### src/rtl/j_sb_pkg.sv
// Shared types and defaults for the j_sb register scoreboard.
package j_sb_pkg;

  localparam int REGW        = 6;
  localparam int ENTRIES_DEF = 4;
  localparam int TAGW_DEF    = 2;

  typedef struct packed {
    logic            valid;
    logic [REGW-1:0] dst;
  } sb_entry_t;

endpackage

### src/rtl/j_cmp6.sv
// 6-bit equality comparator used for register-address matching.
module j_cmp6 (
  input  logic [5:0] a,
  input  logic [5:0] b,
  output logic       eq
);

  assign eq = (a == b);

endmodule

### src/rtl/j_sb_entry.sv
// One scoreboard slot: pending-write record plus its RAW/WAW match logic.
module j_sb_entry
  import j_sb_pkg::*;
(
  input  logic            sys_clk,
  input  logic            reset,
  input  logic            flush,
  input  logic            alloc,
  input  logic            retire,
  input  logic [REGW-1:0] srca,
  input  logic            usea,
  input  logic [REGW-1:0] srcb,
  input  logic            useb,
  input  logic [REGW-1:0] dst,
  input  logic            wr,
  output logic            hit,
  output logic            valid
);

  sb_entry_t entry_q, entry_d;
  logic      eq_a, eq_b, eq_w;

  j_cmp6 u_cmp_a (.a(entry_q.dst), .b(srca), .eq(eq_a));
  j_cmp6 u_cmp_b (.a(entry_q.dst), .b(srcb), .eq(eq_b));
  j_cmp6 u_cmp_w (.a(entry_q.dst), .b(dst),  .eq(eq_w));

  // Alloc only targets a free slot and retire only a valid one, so they never collide here.
  always_comb begin
    entry_d = entry_q;
    if (flush) begin
      entry_d.valid = 1'b0;
    end else if (alloc) begin
      entry_d.valid = 1'b1;
      entry_d.dst   = dst;
    end else if (retire) begin
      entry_d.valid = 1'b0;
    end
  end

  always_ff @(posedge sys_clk) begin
    if (reset) entry_q <= '0;
    else       entry_q <= entry_d;
  end

  assign valid = entry_q.valid;
  assign hit   = entry_q.valid & ((eq_a & usea) | (eq_b & useb) | (eq_w & wr));

endmodule

### src/rtl/j_sb.sv
// Jerry issue-stage register scoreboard. JERRY_SB_BYPASS_EN lets a retiring entry stop stalling in its own cycle.
module j_sb
  import j_sb_pkg::*;
#(
  parameter int ENTRIES = ENTRIES_DEF,
  parameter int TAGW    = TAGW_DEF
) (
  input  logic            sys_clk,
  input  logic            reset,
  input  logic            iss_valid,
  output logic            iss_ready,
  input  logic [REGW-1:0] iss_srca,
  input  logic            iss_usea,
  input  logic [REGW-1:0] iss_srcb,
  input  logic            iss_useb,
  input  logic [REGW-1:0] iss_dst,
  input  logic            iss_wr,
  output logic [TAGW-1:0] iss_tag,
  input  logic            ret_valid,
  input  logic [TAGW-1:0] ret_tag,
  input  logic            flush,
  output logic            busy,
  output logic            full,
  output logic            ret_err
);

  logic [ENTRIES-1:0] hit, valid, excl, alloc, retire;
  logic [TAGW-1:0]    free_tag;
  logic               hazard, fire;
  logic               ret_err_q, ret_err_d;

  for (genvar e = 0; e < ENTRIES; e++) begin : g_ent
    j_sb_entry u_ent (
      .sys_clk (sys_clk),
      .reset   (reset),
      .flush   (flush),
      .alloc   (alloc[e]),
      .retire  (retire[e]),
      .srca    (iss_srca),
      .usea    (iss_usea),
      .srcb    (iss_srcb),
      .useb    (iss_useb),
      .dst     (iss_dst),
      .wr      (iss_wr),
      .hit     (hit[e]),
      .valid   (valid[e])
    );
  end

`ifdef JERRY_SB_BYPASS_EN
  // Retiring entry's value reaches the reader through register-file write-through.
  always_comb begin
    excl = '0;
    for (int e = 0; e < ENTRIES; e++) begin
      excl[e] = ret_valid & (ret_tag == TAGW'(e)) & ~flush;
    end
  end
`else
  assign excl = '0;
`endif

  always_comb begin
    free_tag = '0;
    for (int i = ENTRIES - 1; i >= 0; i--) begin
      if (!valid[i]) free_tag = TAGW'(i);
    end
  end

  assign full      = &valid;
  assign busy      = |valid;
  assign hazard    = |(hit & ~excl);
  assign iss_ready = ~hazard & ~flush & (~iss_wr | ~full);
  assign iss_tag   = free_tag;
  assign fire      = iss_valid & iss_ready;

  always_comb begin
    alloc  = '0;
    retire = '0;
    for (int e = 0; e < ENTRIES; e++) begin
      alloc[e]  = fire & iss_wr & (free_tag == TAGW'(e));
      retire[e] = ret_valid & (ret_tag == TAGW'(e)) & valid[e];
    end
  end

  assign ret_err_d = ret_valid & ~valid[ret_tag] & ~flush;

  always_ff @(posedge sys_clk) begin
    if (reset) ret_err_q <= 1'b0;
    else       ret_err_q <= ret_err_d;
  end

  assign ret_err = ret_err_q;

endmodule

### config.mk
export PLATFORM = sky130hd
export DESIGN_NAME = j_sb
export DESIGN_NICKNAME = d
export VERILOG_FILES = /design/src/rtl/j_sb_pkg.sv /design/src/rtl/j_cmp6.sv /design/src/rtl/j_sb_entry.sv /design/src/rtl/j_sb.sv
export SDC_FILE = /design/constraint.sdc
export NUM_CORES = 1
export LEC_CHECK = 0
export CAP_MARGIN = 10
export CORE_MARGIN = 5
export CORE_UTILIZATION = 50
export CTS_CLUSTER_DIAMETER = 80
export DETAILED_ROUTE_END_ITERATION = 8
export GPL_TIMING_DRIVEN = 0
export PLACE_DENSITY = 0.75
export SETUP_SLACK_MARGIN = 0.2
export SLEW_MARGIN = 30
export SYNTH_ARGS = -nofsm -noshare
export SYNTH_HDL_FRONTEND = slang
export SYNTH_SLANG_ARGS = --single-unit
export TNS_END_PERCENT = 1
### constraint.sdc
create_clock -name sys_clk -period 2.7 [get_ports sys_clk]
set_input_delay 0.54 -clock sys_clk [delete_from_list [all_inputs] [get_ports sys_clk]]
set_output_delay 0.54 -clock sys_clk [all_outputs]
set_load 0.01 [all_outputs]
==> qor.yml <==
timing:
  finalHoldViolations: 0
  worst_slew_pin_slew_ps: 615.1
  fin_skew_ps: 5.537
  finalSetupTns_ps: 0
  timing.slew.headroom_pct: 58.99
  setup_violations: 0
  finalCriticalPeriod_ps: 2455
  slew_viol_final: 0
  grt_setup_unrepaired: "false"
  finalCritPeriodShare_pct: 90.93
  fmax_mhz: 407.3
yosys:
  synthesis.instances: 237
  synth_top_family_by_area: "XOR/XNOR gates"
  synth_ff_type: "dfxtp_1"
  synth_area_leaders: "dfxtp_1 27%, xnor2_1 19%, mux2i_1 11%, xor2_1 11%, nand2b_1 9.1%"
  synth_xor_area_share_pct: 29.49
  synth_cell_type_count: 32
  yosysSeqAreaShare_pct: 27.15
  synth_compound_area_share_pct: 5.091
  synth_fp_nets: 265
  synth_most_common_cell: "xnor2_1"
  synth-simple-area-share_pct: 21.77
  synth_enable_flop_cells: 0
  ys_warn_count: 0
  syn_area_per_cell_um2: 9.022
  syn_area_um2: 2138
  synth_common_cells: "46 x xnor2_1, 31 x nand2b_1, 29 x dfxtp_1, 26 x xor2_1, 24 x mux2i_1"
  ys_seq_elements: 29
  synth-async-reset-ratio_pct: 0
  synth_fa_ha_area_share_pct: 0
  synth.area.mux_share_pct: 12.29
  synthDominantCellAreaShare_pct: 27.15
  synth_top_area_cell: "dfxtp_1"
routing:
  wire_per_inst_um: 17.61
  drtIter0Drc: 114
  drt_wl_total_um: 5616
  vias_per_cell: 5.618
  ant_nets: 0
  drcViolationCount: 0
  first_pass_iters: 4
  vias: 1792
pwr:
  ir_worst_vdd_uv: 289.2
  p_leak_nw: 0.9966
  pwr-share-comb_pct: 17.7
  internal-power_mw: 0.6905
  powerDensity_nw_per_um2: 376.1
  finalPower_mw: 0.9510
  pwr-share-seq_pct: 46.1
  p_switching_mw: 0.2605
  pwr-share-clk_pct: 36.3
  swShare_pct: 27.39
place:
  port_buffers: 23
  placed_area_um2: 2431
  dpl.hpwl_um: 4315
  routabilityCongestion: 1.028
floorplanning:
  coreArea_um2: 4086
  io_pins: 34
  die_area_um2: 5684
  fp.dieH_um: 75.40
  rows: 23
  start_util_pct: 52.33
  dieWidth_um: 75.40
grt:
  grt_pass1_vias: 1780
  grt_pass1_wl_um: 9025
  grt_use_total_pct: 21.62
  antenna_found_initial: 0
  overflow: 0
  grt_max_degree: 11
layout:
  fin_util_pct: 61.88
  regArea_um2: 588.1
  antennaDiodeCount: 0
  stdcell_area_um2: 2529
  multi_input_area_um2: 1501
  fillCellCount: 371
  nets: 296
  syn_to_final_growth_pct: 18.26
  drive_above_1_share_pct: 16.73
critical_path:
  slowest_stage: "or4_4"
  critPathMaxFanout: 7
  required_ps: 2910
  critPathArrivalTime_ps: 2660
  start_kind: "primary input"
  endpoint_kind: "register"
  rr_worst_depth: 9
  cp_cell_sequence: "buf_2 > xnor2_2 > nand4_1 > nor4_1 > or3_1 > a221o_1 > buf_4 > or4_4 > buf_12 > a211oi_2"
  criticalPathCategory: "in2reg"
  cp_slowest_stage_delay_ps: 490
cts:
  h-tree-depth: 2
  holdBufCountCts: 0
  path_clk_slew_ps: 60
  clock-sinks: 29
  clk_path_buf_depth: 2
  clk_latency_ps: 280
  cts_made_buffers: 5
  cts_tree: "built"
  root_buffer: "clkbuf_8"
min_path:
  min_path_cells: 2
  min-delay-path-class: "reg2reg"
status:
  run_status: "completed"
run:
  maxCapViolations: 0
[cells in the final DEF, fill, tap and decap left out, types with 2 or more instances in the layout]
cell / synthesis / final
a211oi_1: 2 / 2
a21oi_1: 3 / 3
buf_2: 11 / 17
buf_4: 0 / 2
clkbuf_1: 4 / 5
clkbuf_2: 1 / 2
clkbuf_4: 0 / 2
clkbuf_8: 0 / 5
clkdlybuf4s50_1: 0 / 11
clkinv_2: 0 / 2
dfxtp_1: 29 / 23
dfxtp_2: 0 / 6
mux2i_1: 24 / 24
nand2_1: 5 / 5
nand2b_1: 31 / 31
nand3_1: 5 / 5
nand4_1: 12 / 12
nor2_1: 3 / 3
nor3_1: 2 / 2
nor4_1: 8 / 8
o21ai_0: 4 / 4
o22ai_1: 2 / 2
or3_1: 4 / 4
or4_1: 3 / 2
xnor2_1: 46 / 44
xnor2_2: 0 / 2
xor2_1: 26 / 24
xor2_2: 0 / 2
[power groups by stage]
stage	registers, mW	clock network, mW	logic, mW
finish	0.438	0.345	0.168
global route	0.438	0.376	0.181
global placement	0.447	0	0.169
detailed placement	0.448	0	0.169
CTS	0.438	0.355	0.164
floorplan	0.447	0	0.100
[cell families (layout without fill, tap and decap cells)]
group,count (synthesis),in the layout
AND/OR/NAND/NOR,77,77
flip-flops,29,29
AO/OA/AOI/OAI,16,16
buffers and inverters,18,50
multiplexers,25,25
XOR/XNOR,72,72
[through the flow]
| stage | hold slack, ps | worst slack [ps] | std cells |
|---|---|---|---|
| 2_1_floorplan | 506.9 | 202.5 | 237 |
| 3_3_place_gp | 526.7 | -640.0 | 310 |
| 3_5_place_dp | 537.2 | -643.1 | 310 |
| 4_1_cts | 515.6 | 208.1 | 319 |
| 5_1_grt | 541.9 | 199.5 | 319 |
| 6_report | 513.4 | 244.8 | 319 |
[sequential cells by signal, summed over array words and instances (netlist names)]
signal	cells
g_ent.u_ent.entry_q	24
ret_err	1
g_ent.u_ent.valid	4
[critical path: cells and delay by family]
family,cells,cell delay (ps)
compound gates,2,500
simple gates,4,1020
xor+xnor,1,140
buf+inv,3,470
[layout make-up]
type	instances	share of cell area (%)
Buffer	17	3.958
Inverter	1	0.1484
Sequential cell	29	23.26
Tap cell	50	2.474
Clock buffer	6	2.870
Clock inverter	2	0.3958
Multi-Input combinational cell	190	59.38
Timing Repair Buffer	24	7.521
[final timing paths]
path,slack (ps),end,from
max,240,g_ent[2].u_ent.valid,iss_srcb[5]
min,510,g_ent[3].u_ent.entry_q[1],g_ent[3].u_ent.entry_q[1]
max reg2reg,290,g_ent[2].u_ent.valid,g_ent[3].u_ent.entry_q[5]
min reg2reg,510,g_ent[3].u_ent.entry_q[1],g_ent[3].u_ent.entry_q[1]
[per-layer routing]
layer	part of all wire, %	GRT usage (%)	up-vias	wire (µm)
met5	0	0	-	0
met4	1.9	7.379	0	104
met3	8.0	4.617	8	449
met2	44	32.98	60	2495
met1	46	30.24	843	2567
li1	-	-	881	-
[repair_timing]
action / 4_1_cts / 5_1_grt
setup buffers: 1 / 0
endpoints found under the hold margin: 0 / 0
resized for setup: 44 / 16
pin swaps: 2 / 4
endpoints found under the setup margin: 23 / 17
No activity file was read; power rests on OpenSTA's default activity.
